[src/rtl/sequenciador_display_if.sv]
// Signal bundle between the elevator status sources and the display view sequencer.
// The master drives floor, motion and occupancy inputs; the slave returns the view select.
interface sequenciador_display_if;
  logic [1:0] andar;
  logic       S;
  logic       D;
  logic       P;
  logic       A;
  logic       B;
  logic [1:0] controle_Mux;
  logic       troca;

  modport master (
    output andar, S, D, P, A, B,
    input  controle_Mux, troca
  );

  modport slave (
    input  andar, S, D, P, A, B,
    output controle_Mux, troca
  );
endinterface

[src/rtl/sequenciador_display.sv]
// Time-multiplexed view sequencer for the elevator 7-segment display (floor/movement/occupancy).
// Optional movement-view blinking is enabled by defining SEQ_DISPLAY_PISCA_EN.
module sequenciador_display #(
  parameter int unsigned DWELL = 50_000_000,
  parameter int unsigned BLANK = 5_000_000,
  parameter int unsigned BLINK = 6_250_000
) (
  input  logic                    clk,
  input  logic                    rst_n,
  sequenciador_display_if.slave   bus
);

  localparam int unsigned MAXC = (DWELL > BLANK) ? DWELL : BLANK;
  localparam int unsigned CW   = (MAXC > 1) ? $clog2(MAXC) : 1;
  localparam logic [CW-1:0] DWELL_TC = CW'(DWELL - 1);
  localparam logic [CW-1:0] BLANK_TC = CW'(BLANK - 1);

  typedef enum logic [2:0] {
    V_ANDAR,
    B1,
    V_MOV,
    B2,
    V_PES,
    B3
  } state_t;

  state_t          state_q, state_d;
  logic [CW-1:0]   cnt_q, cnt_d;
  logic [1:0]      andar_q;
  logic [1:0]      mux_q, mux_d;
  logic            troca_q, troca_d;
  logic            term;
  logic            floorChg;

`ifdef SEQ_DISPLAY_PISCA_EN
  localparam int unsigned PW = (BLINK > 1) ? $clog2(BLINK) : 1;
  localparam logic [PW-1:0] BLINK_TC = PW'(BLINK - 1);

  logic          phase_q, phase_d;
  logic [PW-1:0] phcnt_q, phcnt_d;
  logic          unused_p;

  assign unused_p = bus.P;
`else
  logic unused_mov;

  assign unused_mov = ^{bus.S, bus.D, bus.P};
`endif

  always_comb begin
    floorChg = (bus.andar != andar_q);

    case (state_q)
      V_ANDAR, V_MOV, V_PES: term = (cnt_q == DWELL_TC);
      default:               term = (cnt_q == BLANK_TC);
    endcase

    state_d = state_q;
    cnt_d   = cnt_q + CW'(1);

    // A floor change wins over both the terminal count and the occupancy skip.
    if (floorChg) begin
      state_d = V_ANDAR;
      cnt_d   = '0;
    end else if (term) begin
      cnt_d = '0;
      case (state_q)
        V_ANDAR: state_d = B1;
        B1:      state_d = V_MOV;
        V_MOV:   state_d = B2;
        B2:      state_d = (bus.A || bus.B) ? V_PES : V_ANDAR;
        V_PES:   state_d = B3;
        B3:      state_d = V_ANDAR;
        default: state_d = V_ANDAR;
      endcase
    end

    // Gating on troca_q keeps the pulse from ever lasting two cycles.
    troca_d = (state_d != state_q) && !troca_q;

`ifdef SEQ_DISPLAY_PISCA_EN
    phase_d = 1'b0;
    phcnt_d = '0;
    if ((state_q == V_MOV) && (state_d == V_MOV) && (bus.S || bus.D)) begin
      if (phcnt_q == BLINK_TC) begin
        phase_d = ~phase_q;
      end else begin
        phase_d = phase_q;
        phcnt_d = phcnt_q + PW'(1);
      end
    end
`endif

    case (state_d)
      V_ANDAR: mux_d = 2'b00;
`ifdef SEQ_DISPLAY_PISCA_EN
      V_MOV:   mux_d = phase_d ? 2'b10 : 2'b01;
`else
      V_MOV:   mux_d = 2'b01;
`endif
      V_PES:   mux_d = 2'b11;
      default: mux_d = 2'b10;
    endcase
  end

  always_ff @(posedge clk or negedge rst_n) begin
    if (!rst_n) begin
      state_q <= V_ANDAR;
      cnt_q   <= '0;
      andar_q <= 2'b00;
      mux_q   <= 2'b00;
      troca_q <= 1'b0;
`ifdef SEQ_DISPLAY_PISCA_EN
      phase_q <= 1'b0;
      phcnt_q <= '0;
`endif
    end else begin
      state_q <= state_d;
      cnt_q   <= cnt_d;
      andar_q <= bus.andar;
      mux_q   <= mux_d;
      troca_q <= troca_d;
`ifdef SEQ_DISPLAY_PISCA_EN
      phase_q <= phase_d;
      phcnt_q <= phcnt_d;
`endif
    end
  end

  assign bus.controle_Mux = mux_q;
  assign bus.troca        = troca_q;

endmodule
[src/flat_wrapper.sv]
// flat-port wrapper written by rule: the top's interface ports become plain ports
module sequenciador_display_flat 
#(
  parameter int unsigned DWELL = 50_000_000,
  parameter int unsigned BLANK = 5_000_000,
  parameter int unsigned BLINK = 6_250_000
)
  (clk, rst_n, bus_andar, bus_S, bus_D, bus_P, bus_A, bus_B, bus_controle_Mux, bus_troca);
  sequenciador_display_if bus_i ();
  input  logic clk;
  input  logic rst_n;
  input wire logic [$bits(bus_i.andar)-1:0] bus_andar;
  input wire logic [$bits(bus_i.S)-1:0] bus_S;
  input wire logic [$bits(bus_i.D)-1:0] bus_D;
  input wire logic [$bits(bus_i.P)-1:0] bus_P;
  input wire logic [$bits(bus_i.A)-1:0] bus_A;
  input wire logic [$bits(bus_i.B)-1:0] bus_B;
  output wire logic [$bits(bus_i.controle_Mux)-1:0] bus_controle_Mux;
  output wire logic [$bits(bus_i.troca)-1:0] bus_troca;
  assign bus_i.andar = bus_andar;
  assign bus_i.S = bus_S;
  assign bus_i.D = bus_D;
  assign bus_i.P = bus_P;
  assign bus_i.A = bus_A;
  assign bus_i.B = bus_B;
  assign bus_controle_Mux = bus_i.controle_Mux;
  assign bus_troca = bus_i.troca;
  sequenciador_display #(.DWELL(DWELL), .BLANK(BLANK), .BLINK(BLINK)) u_core (.clk(clk), .rst_n(rst_n), .bus(bus_i));
endmodule
[config.mk]
export PLATFORM = sky130hd
export DESIGN_NAME = sequenciador_display_flat
export DESIGN_NICKNAME = d
export VERILOG_FILES = /design/src/rtl/sequenciador_display_if.sv /design/src/rtl/sequenciador_display.sv /design/src/flat_wrapper.sv
export SDC_FILE = /design/constraint.sdc
export NUM_CORES = 1
export LEC_CHECK = 0
export CAP_MARGIN = 25
export CORE_MARGIN = 2
export CORE_UTILIZATION = 40
export DETAILED_ROUTE_END_ITERATION = 10
export PLACE_DENSITY_LB_ADDON = 0.15
export SKIP_LAST_GASP = 1
export SLEW_MARGIN = 25
export SYNTH_ARGS = -nofsm -noshare
export SYNTH_HDL_FRONTEND = slang
export SYNTH_SLANG_ARGS = --single-unit
export TNS_END_PERCENT = 30
[constraint.sdc]
create_clock -name clk -period 3.41 [get_ports clk]
set_input_delay 0.341 -clock clk [delete_from_list [all_inputs] [get_ports clk]]
set_output_delay 0.341 -clock clk [all_outputs]
set_load 0.05 [all_outputs]
==> results of run 1 <==
flip-flops by register name, indices dropped and copies added (netlist names):
name	flops
u_core.bus.troca	1
u_core.state_q	3
u_core.cnt_q	26
u_core.bus.controle_Mux	2
u_core.andar_q	2
cell usage in the layout (no fill, tap or decap), types with 4 or more instances in the layout:
master	count
a21oi_1	4
clkbuf_8	6
clkdlybuf4s50_1	8
dfrtp_1	34
inv_1	4
nand2_1	8
nand3_1	13
nor2_1	33
nor3_1	7
nor4_1	8
nor4b_1	4
xnor2_1	23
power groups by stage:
stage / Sequential (W) / Clock (W) / Combinational [W]
final: 0.000412 / 0.000303 / 0.0000437
after CTS: 0.000412 / 0.000316 / 0.0000452
after global routing: 0.000413 / 0.000338 / 0.0000485
after floorplan: 0.000423 / 0 / 0.0000170
after detailed placement: 0.000420 / 0 / 0.0000451
after global placement: 0.000419 / 0 / 0.0000444
stage by stage:
step | cell area [sq um] | util, % | power (W) | cells
2_1_floorplan | 1740 | - | 0.000440 | 182
3_3_place_gp | 1870 | 45.8 | 0.000464 | 235
3_5_place_dp | 1870 | 45.8 | 0.000465 | 235
4_1_cts | 1960 | 48.0 | 0.000773 | 243
5_1_grt | 1960 | 48.0 | 0.000799 | 243
6_report | 1960 | 48.0 | 0.000759 | 243
worst paths after layout:
path | endpoint | slack (ns) | cells after the start
max | u_core.bus.controle_Mux[0] | 0.78 | 5
min | u_core.bus.troca | 0.43 | 1
max reg2reg | u_core.bus.controle_Mux[0] | 0.78 | 5
min reg2reg | u_core.bus.troca | 0.43 | 1
max in group asynchronous | u_core.cnt_q[17] | 2.62 | 2
min in group asynchronous | u_core.cnt_q[0] | 0.46 | 2
routing by layer:
metal	wire, um	GRT usage (%)
met5	0	0
met2	1760	24.3
met4	27	6.20
met1	1670	21.3
met3	160	5.48
cell type report:
class,instances,area (sq um)
timing repair buffer,10,95.1
fill,392,2120
sequential,34,851
clock buffer,7,86.3
inverter,4,15.0
clock inverter,1,5.00
multi-input combinational,137,847
tap,50,62.6
logic make-up after synthesis:
group,count (synthesis),share of synthesized area (%)
and+or+nand+nor,92,27.5
DFF,34,48.9
xor gates and xnor gates,26,13.1
AOI/OAI and AO/OA,16,5.89
buffers and inverters,11,2.51
muxes,2,1.44
adders and majority gates,1,0.718
==> impl_metrics.prom, run 1 <==
# TYPE chip_impl_metric gauge
chip_impl_info{name="timing.critical_path.cells",value="or4b_1 > or4_1 > mux2_4 > or4_1 > a41oi_1"} 1
chip_impl_metric{name="core_area",unit="sq um"} 4090
chip_impl_metric{name="grt_pass1_wl",unit="um"} 6290
chip_impl_metric{name="min_period",unit="ns"} 2.63
chip_impl_metric{name="setup_viol",unit=""} 0
chip_impl_info{name="worstSetupStartpointType",value="register"} 1
chip_impl_metric{name="max_cap_viol_count",unit=""} 0
chip_impl_metric{name="synth_nets",unit=""} 192
chip_impl_metric{name="hold_viol",unit=""} 0
chip_impl_metric{name="slew_headroom",unit="%"} 62.4
chip_impl_metric{name="globalRouteOverflowTotal",unit=""} 0
chip_impl_metric{name="power.switching_fraction",unit="%"} 22.9
chip_impl_metric{name="peakVddDrop",unit="V"} 0.000252
chip_impl_metric{name="design.die.area",unit="sq um"} 4900
chip_impl_info{name="path_delay_family",value="simple AND/OR/NAND/NOR gates"} 1
chip_impl_metric{name="die_height",unit="um"} 70.0
chip_impl_info{name="setup.worst_path.class",value="register to register"} 1
chip_impl_metric{name="setup-tns-final",unit="ns"} 0
chip_impl_info{name="status",value="finished clean"} 1
chip_impl_metric{name="fmaxAchievable",unit="GHz"} 0.381
chip_impl_metric{name="power_density",unit="nW/um^2"} 387
chip_impl_metric{name="postSynthRegisterBits",unit=""} 34
chip_impl_info{name="worst_setup_path_end_kind",value="register"} 1
chip_impl_info{name="crit_path_top_delay_cell",value="or4b_1"} 1
chip_impl_metric{name="mappedNetlistArea",unit="sq um"} 1740
chip_impl_info{name="synth_top_cells_by_count",value="34 x dfrtp_1, 33 x nor2_1, 23 x xnor2_1, 13 x nand3_1"} 1
chip_impl_metric{name="power.combinational.fraction",unit="%"} 5.8
chip_impl_metric{name="worst-path-max-fanout",unit=""} 9
chip_impl_metric{name="grt_util_all_layers",unit="%"} 16.1
chip_impl_metric{name="ctsResizeCount",unit=""} 0
chip_impl_info{name="netlist.top_cell.by_area",value="dfrtp_1"} 1
chip_impl_metric{name="gp_congestion",unit=""} 0.796
chip_impl_info{name="min_path_type",value="register to register"} 1
chip_impl_metric{name="drt_pre_antenna_iters",unit=""} 4
chip_impl_metric{name="synth-edff-count",unit=""} 0
chip_impl_metric{name="postCtsHoldBufs",unit=""} 0
chip_impl_metric{name="data_arrival_time_at_the_worst_slack_endpoint",unit="ns"} 2.82
chip_impl_metric{name="worst_skew_pair.late_latency",unit="ns"} 0.28
chip_impl_metric{name="routed_via_density",unit=""} 5.68
chip_impl_metric{name="port-buffer-count",unit=""} 8
chip_impl_metric{name="average_cell_area_after_synthesis",unit="sq um"} 9.57
chip_impl_metric{name="floorplan.rows",unit=""} 23
chip_impl_metric{name="initial_core_util",unit="%"} 42.6
chip_impl_metric{name="finish.net_count",unit=""} 202
chip_impl_metric{name="initial_antenna_violation_count",unit=""} 0
chip_impl_info{name="synthFlopType",value="dfrtp_1"} 1
chip_impl_metric{name="timing.critical_path.required",unit="ns"} 3.61
chip_impl_metric{name="first_global_vias",unit=""} 1340
chip_impl_metric{name="period_share",unit="%"} 77.0
chip_impl_metric{name="reg_power_share",unit="%"} 54.3
chip_impl_metric{name="synth_seq_area_share",unit="%"} 48.9
chip_impl_metric{name="htree_levels",unit=""} 2
chip_impl_metric{name="wire_per_inst",unit="um"} 14.9
chip_impl_info{name="grt_setup_unrepaired",value="no"} 1
chip_impl_info{name="worst_path_most_repeated_cell",value="or4_1"} 1
chip_impl_info{name="hold_path_startpoint",value="u_core.bus.troca"} 1
chip_impl_metric{name="leakage",unit="nW"} 0.706
chip_impl_metric{name="clkPwrFrac",unit="%"} 40.0
chip_impl_metric{name="critical_path.n_buffers_inverters",unit=""} 0
chip_impl_metric{name="tritoncts_num_sinks",unit=""} 34
chip_impl_metric{name="area_growth_syn_to_layout",unit="%"} 12.6
chip_impl_metric{name="detailed_placement_wirelength_estimate",unit="um"} 2410
chip_impl_metric{name="tritoncts.num_buffers",unit=""} 5
chip_impl_info{name="crit_path_start",value="u_core.cnt_q[8]"} 1
chip_impl_metric{name="clock_skew",unit="ns"} 0.00895
chip_impl_info{name="cts_tree",value="done"} 1
chip_impl_metric{name="synth.yosys.warnings",unit=""} 0
chip_impl_metric{name="ios",unit=""} 12
chip_impl_metric{name="post_synth_inst_count",unit=""} 182
chip_impl_metric{name="post_route_worst_hold_slack",unit="ns"} 0.427
chip_impl_metric{name="detail_route.iter0.violations",unit=""} 104
chip_impl_info{name="synth_most_common_cell",value="dfrtp_1"} 1
chip_impl_metric{name="setup_slack",unit="ns"} 0.785
chip_impl_metric{name="drt_wl_total",unit="um"} 3620
chip_impl_info{name="cts_root_cell",value="clkbuf_8"} 1
chip_impl_metric{name="grt_max_degree",unit=""} 35
chip_impl_metric{name="cts-root-to-sink-buffers",unit=""} 2
chip_impl_metric{name="diodes",unit=""} 0
chip_impl_metric{name="detail_route.drc_violations",unit=""} 0
chip_impl_metric{name="final-max-slew-violation-count",unit=""} 0
chip_impl_metric{name="cpPeakStageDelay",unit="ns"} 0.54
chip_impl_metric{name="pre_cts_ws",unit="ns"} 0.790
chip_impl_metric{name="clk_transition_reported_paths",unit="ns"} 0.07
chip_impl_metric{name="timing_worst_slew_pin_value",unit="ns"} 0.562
chip_impl_metric{name="die_width",unit="um"} 70.0
chip_impl_metric{name="p_int",unit="W"} 0.000585
chip_impl_metric{name="ant_nets",unit=""} 0
chip_impl_metric{name="cts_post_setup_buffers_inserted",unit=""} 0
chip_impl_info{name="synthTopCellsByArea",value="dfrtp_1 49%, xnor2_1 12%, nor2_1 7.1%"} 1
chip_impl_metric{name="netlist-cell-type-count",unit=""} 37
chip_impl_metric{name="yosys.area.top_type_share",unit="%"} 48.9
chip_impl_metric{name="asyncSetResetFlopFracSynth",unit="%"} 100
chip_impl_metric{name="p_switching",unit="W"} 0.000174
chip_impl_info{name="worstReg2RegStart",value="u_core.cnt_q[8]"} 1
chip_impl_metric{name="final_layout_size_suffix_gt1_share",unit="%"} 5.70
chip_impl_metric{name="route.vias.total",unit=""} 1380
Note: power is estimated with default switching activity, not from simulation.
==> run 2, diff against run 1 <==
==> constraint.sdc (replaced) <==
create_clock -name clk -period 2.7 [get_ports clk]
set_input_delay 0.27 -clock clk [delete_from_list [all_inputs] [get_ports clk]]
set_output_delay 0.27 -clock clk [all_outputs]
set_load 0.05 [all_outputs]
==> impl_metrics.prom, run 2 (synthesis gave the netlist of run 1 again) <==
# TYPE chip_impl_metric gauge
chip_impl_metric{name="setup-tns-final",unit="ns"} 0
chip_impl_metric{name="pre_cts_ws",unit="ns"} 0.0914
chip_impl_metric{name="core_area",unit="sq um"} 4090
chip_impl_metric{name="die_width",unit="um"} 70.0
chip_impl_metric{name="finish.net_count",unit=""} 204
chip_impl_metric{name="setup_slack",unit="ns"} 0.117
chip_impl_metric{name="cpPeakStageDelay",unit="ns"} 0.55
chip_impl_metric{name="ios",unit=""} 12
chip_impl_metric{name="die_height",unit="um"} 70.0
chip_impl_metric{name="first_global_vias",unit=""} 1444
chip_impl_metric{name="initial_antenna_violation_count",unit=""} 0
chip_impl_metric{name="leakage",unit="nW"} 0.721
chip_impl_metric{name="grt_util_all_layers",unit="%"} 16.2
chip_impl_metric{name="design_power_total",unit="W"} 0.000965
chip_impl_metric{name="initial_core_util",unit="%"} 42.6
chip_impl_metric{name="timing.critical_path.required",unit="ns"} 2.90
chip_impl_info{name="min_path_type",value="input port to asynchronous set/reset pin"} 1
chip_impl_info{name="r2r_end",value="u_core.bus.controle_Mux[0]"} 1
chip_impl_metric{name="detail_route.drc_violations",unit=""} 0
chip_impl_metric{name="clk_transition_reported_paths",unit="ns"} 0.07
chip_impl_metric{name="worst-r2r-cell-count",unit=""} 5
chip_impl_info{name="layout_common_cells",value="34 x dfrtp_1, 33 x nor2_1, 23 x xnor2_1"} 1
chip_impl_metric{name="setup_viol",unit=""} 0
chip_impl_metric{name="power_density",unit="nW/um^2"} 483
chip_impl_info{name="biggestRegsByFlops",value="u_core.cnt_q (26), u_core.state_q (3)"} 1
chip_impl_metric{name="routed_via_density",unit=""} 5.58
chip_impl_metric{name="tritoncts_num_sinks",unit=""} 34
chip_impl_metric{name="design.die.area",unit="sq um"} 4900
chip_impl_metric{name="floorplan.rows",unit=""} 23
chip_impl_metric{name="gp_congestion",unit=""} 0.776
chip_impl_metric{name="port-buffer-count",unit=""} 8
chip_impl_metric{name="peakVddDrop",unit="V"} 0.000281
chip_impl_metric{name="min_period",unit="ns"} 2.58
chip_impl_metric{name="final_layout_size_suffix_gt1_share",unit="%"} 7.18
chip_impl_metric{name="drt_pre_antenna_iters",unit=""} 4
chip_impl_metric{name="final-max-slew-violation-count",unit=""} 0
chip_impl_info{name="cts_root_cell",value="clkbuf_8"} 1
chip_impl_metric{name="grt_max_degree",unit=""} 35
chip_impl_metric{name="grt_pass1_wl",unit="um"} 6420
chip_impl_metric{name="cts-root-to-sink-buffers",unit=""} 2
chip_impl_metric{name="worst-path-max-fanout",unit=""} 9
chip_impl_info{name="cts_tree",value="done"} 1
chip_impl_metric{name="postPlaceCellArea",unit="sq um"} 1900
chip_impl_metric{name="diodes",unit=""} 0
chip_impl_info{name="worst_path_most_repeated_cell",value="or4_1"} 1
chip_impl_metric{name="area_growth_syn_to_layout",unit="%"} 14.7
chip_impl_info{name="grt_setup_unrepaired",value="no"} 1
chip_impl_metric{name="drt_wl_total",unit="um"} 3580
chip_impl_info{name="worstSetupStartpointType",value="register"} 1
chip_impl_metric{name="period_share",unit="%"} 95.7
chip_impl_metric{name="htree_levels",unit=""} 2
chip_impl_metric{name="slew_headroom",unit="%"} 64.9
chip_impl_metric{name="final.fill_count",unit=""} 390
chip_impl_metric{name="rrSetupSlack",unit="ns"} 0.12
chip_impl_metric{name="route.vias.total",unit=""} 1366
chip_impl_metric{name="largest_register_ff_count",unit=""} 26
chip_impl_info{name="crit_path_top_delay_cell",value="or4_1"} 1
chip_impl_metric{name="cp.depth",unit=""} 5
chip_impl_metric{name="fmaxAchievable",unit="GHz"} 0.387
chip_impl_metric{name="post-route-cell-area",unit="sq um"} 2000
chip_impl_info{name="final_common_cell",value="dfrtp_1"} 1
chip_impl_info{name="path_delay_family",value="simple AND/OR/NAND/NOR gates"} 1
chip_impl_metric{name="critical_path.n_buffers_inverters",unit=""} 0
chip_impl_metric{name="wire_per_inst",unit="um"} 14.6
chip_impl_metric{name="ant_nets",unit=""} 0
chip_impl_metric{name="postCtsHoldBufs",unit=""} 0
chip_impl_metric{name="tritoncts.num_buffers",unit=""} 5
chip_impl_metric{name="hold_viol",unit=""} 0
chip_impl_metric{name="layoutNonFillerInstCount",unit=""} 245
chip_impl_metric{name="timing_worst_slew_pin_value",unit="ns"} 0.525
chip_impl_info{name="timing.critical_path.cells",value="or4b_1 > or4_1 > mux2_4 > or4_1 > a41oi_2"} 1
chip_impl_info{name="setup.worst_path.class",value="register to register"} 1
chip_impl_info{name="status",value="finished clean"} 1
chip_impl_info{name="worst_setup_path_end_kind",value="register"} 1
chip_impl_metric{name="globalRouteOverflowTotal",unit=""} 0
chip_impl_metric{name="max_cap_viol_count",unit=""} 0
chip_impl_metric{name="data_arrival_time_at_the_worst_slack_endpoint",unit="ns"} 2.78
chip_impl_info{name="regMostFlops",value="u_core.cnt_q"} 1
chip_impl_info{name="crit_path_end",value="u_core.bus.controle_Mux[0]"} 1
chip_impl_metric{name="detailed_placement_wirelength_estimate",unit="um"} 2420
chip_impl_metric{name="post-place-cells",unit=""} 237
chip_impl_metric{name="clock_skew",unit="ns"} 0.00448
chip_impl_metric{name="detail_route.iter0.violations",unit=""} 78
chip_impl_metric{name="worst_skew_pair.late_latency",unit="ns"} 0.28
chip_impl_info{name="crit_path_start",value="u_core.cnt_q[9]"} 1
chip_impl_info{name="worstReg2RegStart",value="u_core.cnt_q[9]"} 1
[run 2: cell count changes in the layout (fill, tap and decap cells not counted)]
| cell | previous run | this run |
|---|---|---|
| a41oi_1 | 1 | 0 |
| a41oi_2 | 0 | 1 |
| buf_12 | 0 | 1 |
| buf_4 | 2 | 3 |
[run 2: layout make-up]
type	count	area, sq um	area share (%)
multi-input cells	137	855	42.8
flip-flops and latches	34	851	42.6
repair buffers	12	123	6.14
clock buffers	7	86.3	4.32
well taps	50	62.6	3.13
inverters	4	15.0	0.752
clock inverters	1	5.00	0.251
[run 2: report_power, final]
group / switching [W] / leakage (nW) / internal (W)
logic: 0.0000384 / 0.204 / 0.0000218
registers: 0.00000534 / 0.469 / 0.000515
clock network: 0.000178 / 0.0482 / 0.000206
total: 0.000222 / 0.721 / 0.000743
[run 2: repair_timing]
item | CTS | global route
resized for setup | 0 | 1
buffers inserted | 0 | 0
endpoints found under the setup margin | 0 | 1
[run 2: worst register-to-register path, delay by kind of cell (launching register included)]
family / cells / cell delay, ns
AOI/OAI and AO/OA: 1 / 0.19
DFF: 1 / 0.41
muxes: 1 / 0.33
and+or+nand+nor: 3 / 1.58
[run 2: worst min-delay path by stage]
stage,cells past startpoint,endpoint
detailed placement,1,u_core.bus.troca
global route,2,u_core.cnt_q[0]
floorplan,0,u_core.andar_q[0]
CTS,2,u_core.bus.troca
finish,2,u_core.cnt_q[0]
global placement,1,u_core.bus.troca
[run 2: per-stage QoR]
stage,hold WS [ns],util [%]
after floorplan,-0.0256,-
after global placement,0.418,46.4
after detailed placement,0.437,46.4
after CTS,0.405,48.7
after global routing,0.430,48.9
final,0.391,48.9
[run 2: layer usage]
| metal | global-route usage [%] | wire length [um] |
|---|---|---|
| met1 | 20.3 | 1660 |
| met2 | 26.2 | 1770 |
| met3 | 5.19 | 116 |
| met4 | 5.98 | 31 |
| met5 | 0 | 0 |
==> run 3, diff against run 2 <==
--- a/config.mk
+++ b/config.mk
@@ -6,7 +6,6 @@
 export NUM_CORES = 1
 export LEC_CHECK = 0
 export CAP_MARGIN = 25
-export CORE_MARGIN = 2
 export CORE_UTILIZATION = 40
 export DETAILED_ROUTE_END_ITERATION = 10
 export PLACE_DENSITY_LB_ADDON = 0.15
==> impl_metrics.prom, run 3 (synthesis gave the netlist of run 1 again) <==
# TYPE chip_impl_metric gauge
chip_impl_info{name="timing.critical_path.cells",value="or4b_1 > or4_1 > mux2_4 > or4_1 > a41oi_2"} 1
chip_impl_metric{name="die_height",unit="um"} 68.0
chip_impl_metric{name="core_area",unit="sq um"} 4090
chip_impl_info{name="worst_setup_path_end_kind",value="register"} 1
chip_impl_info{name="worst_path_most_repeated_cell",value="or4_1"} 1
chip_impl_metric{name="final_layout_size_suffix_gt1_share",unit="%"} 6.74
chip_impl_info{name="worstReg2RegStart",value="u_core.cnt_q[9]"} 1
chip_impl_metric{name="ctsResizeCount",unit=""} 0
chip_impl_metric{name="timing.critical_path.required",unit="ns"} 2.90
chip_impl_info{name="crit_path_top_delay_cell",value="or4_1"} 1
chip_impl_metric{name="detail_route.drc_violations",unit=""} 0
chip_impl_metric{name="period_share",unit="%"} 96.3
chip_impl_metric{name="tritoncts_num_sinks",unit=""} 34
chip_impl_metric{name="wire_per_inst",unit="um"} 15.1
chip_impl_metric{name="grt_pass1_wl",unit="um"} 6240
chip_impl_info{name="path_delay_family",value="simple AND/OR/NAND/NOR gates"} 1
chip_impl_metric{name="final-max-slew-violation-count",unit=""} 0
chip_impl_metric{name="detailed_placement_wirelength_estimate",unit="um"} 2440
chip_impl_info{name="layout_common_cells",value="34 x dfrtp_1, 33 x nor2_1, 23 x xnor2_1"} 1
chip_impl_info{name="setup.worst_path.class",value="register to register"} 1
chip_impl_metric{name="slew_headroom",unit="%"} 62.3
chip_impl_metric{name="postCtsHoldBufs",unit=""} 0
chip_impl_metric{name="initial_core_util",unit="%"} 42.6
chip_impl_metric{name="drt_pre_antenna_iters",unit=""} 4
chip_impl_metric{name="peakVddDrop",unit="V"} 0.000265
chip_impl_metric{name="first_global_vias",unit=""} 1373
chip_impl_metric{name="cts_post_setup_buffers_inserted",unit=""} 0
chip_impl_metric{name="largest_register_ff_count",unit=""} 26
chip_impl_metric{name="detail_route.iter0.violations",unit=""} 105
chip_impl_info{name="final_common_cell",value="dfrtp_1"} 1
chip_impl_metric{name="fmaxAchievable",unit="GHz"} 0.385
chip_impl_metric{name="tritoncts.num_buffers",unit=""} 5
chip_impl_metric{name="diodes",unit=""} 0
chip_impl_metric{name="gp_congestion",unit=""} 0.801
chip_impl_metric{name="sequential_cell_area",unit="sq um"} 851
chip_impl_metric{name="data_arrival_time_at_the_worst_slack_endpoint",unit="ns"} 2.80
chip_impl_metric{name="timing_worst_slew_pin_value",unit="ns"} 0.564
chip_impl_info{name="r2r_end",value="u_core.bus.controle_Mux[0]"} 1
chip_impl_metric{name="leakage",unit="nW"} 0.716
chip_impl_info{name="worstSetupStartpointType",value="register"} 1
chip_impl_info{name="cts_root_cell",value="clkbuf_8"} 1
chip_impl_metric{name="setup_viol",unit=""} 0
chip_impl_metric{name="worst-path-max-fanout",unit=""} 9
chip_impl_metric{name="hold_viol",unit=""} 0
chip_impl_metric{name="critical_path.n_buffers_inverters",unit=""} 0
chip_impl_metric{name="die_width",unit="um"} 68.0
chip_impl_metric{name="worst_skew_pair.late_latency",unit="ns"} 0.28
chip_impl_metric{name="htree_levels",unit=""} 2
chip_impl_metric{name="ant_nets",unit=""} 0
chip_impl_info{name="cts_tree",value="done"} 1
chip_impl_metric{name="ios",unit=""} 12
chip_impl_metric{name="finish.net_count",unit=""} 204
chip_impl_metric{name="multi_input_combinational_cell_area",unit="sq um"} 855
chip_impl_info{name="status",value="finished clean"} 1
chip_impl_info{name="grt_setup_unrepaired",value="no"} 1
chip_impl_metric{name="cpPeakStageDelay",unit="ns"} 0.54
chip_impl_metric{name="routed_via_density",unit=""} 5.63
chip_impl_metric{name="setup-tns-final",unit="ns"} 0
chip_impl_metric{name="port-buffer-count",unit=""} 8
chip_impl_metric{name="grt_util_all_layers",unit="%"} 18.7
chip_impl_info{name="min_path_type",value="input port to asynchronous set/reset pin"} 1
chip_impl_metric{name="rrSetupSlack",unit="ns"} 0.1
chip_impl_metric{name="drt_wl_total",unit="um"} 3680
chip_impl_metric{name="area_growth_syn_to_layout",unit="%"} 14.2
chip_impl_metric{name="design.die.area",unit="sq um"} 4620
chip_impl_metric{name="clock_skew",unit="ns"} 0.00181
chip_impl_info{name="biggestRegsByFlops",value="u_core.cnt_q (26), u_core.state_q (3)"} 1
chip_impl_metric{name="floorplan.rows",unit=""} 23
chip_impl_metric{name="route.vias.total",unit=""} 1368
chip_impl_metric{name="min_period",unit="ns"} 2.60
chip_impl_metric{name="globalRouteOverflowTotal",unit=""} 0
chip_impl_metric{name="cts-root-to-sink-buffers",unit=""} 2
chip_impl_metric{name="initial_antenna_violation_count",unit=""} 0
chip_impl_info{name="regMostFlops",value="u_core.cnt_q"} 1
chip_impl_metric{name="design_power_total",unit="W"} 0.000947
chip_impl_metric{name="final.fill_count",unit=""} 388
chip_impl_metric{name="power_density",unit="nW/um^2"} 476
chip_impl_metric{name="max_cap_viol_count",unit=""} 0
chip_impl_metric{name="clk_transition_reported_paths",unit="ns"} 0.06
chip_impl_metric{name="worst-r2r-cell-count",unit=""} 5
chip_impl_metric{name="grt_max_degree",unit=""} 35
==> run 3: cell count changes in the layout (fill, tap and decap cells not counted), sizes merged <==
cell / change
clkbuf: -1
clkinv: -1
==> run 3: cell type report <==
class,count,share of cell area (%)
Clock buffer,6,4.15
Tap cell,50,3.15
Timing Repair Buffer,12,6.17
Inverter,4,0.755
Sequential cell,34,42.8
Multi-Input combinational cell,137,43.0
==> run 3: per-layer routing <==
metal | track usage, % | wire length (um)
met5 | 0 | 0
met4 | 7.55 | 34
met3 | 5.00 | 158
met2 | 30.9 | 1790
met1 | 22.9 | 1700
==> run 3: worst max-delay path by stage <==
stage / from / to / slack (ns) / cells past startpoint
after floorplan: u_core.cnt_q[8] / u_core.bus.controle_Mux[0] / 0.21 / 5
after global placement: u_core.cnt_q[9] / u_core.bus.controle_Mux[0] / 0.14 / 5
after detailed placement: u_core.cnt_q[9] / u_core.bus.controle_Mux[0] / 0.09 / 5
after CTS: u_core.cnt_q[9] / u_core.bus.controle_Mux[0] / 0.08 / 5
after global routing: u_core.cnt_q[9] / u_core.bus.controle_Mux[0] / 0.04 / 5
final: u_core.cnt_q[9] / u_core.bus.controle_Mux[0] / 0.1 / 5
==> run 3: where the power goes <==
part | switching, W | leakage [nW] | internal [W] | total, W
Clock | 0.000170 | 0.0431 | 0.000196 | 0.000366
Sequential | 0.00000505 | 0.469 | 0.000515 | 0.000520
Combinational | 0.0000383 | 0.204 | 0.0000217 | 0.0000601
==> run 3: through the flow <==
step                instance area [sq um]  setup slack [ns]  hold slack [ns]  instances  utilization (%)
detailed placement                   1900            0.0949            0.439        237             46.4
CTS                                  1980            0.0776            0.411        243             48.5
floorplan                            1740             0.211          -0.0256        182                -
finish                               1990            0.0997            0.399        243             48.7
global placement                     1900             0.140            0.418        237             46.4
global route                         1990            0.0418            0.450        243             48.7
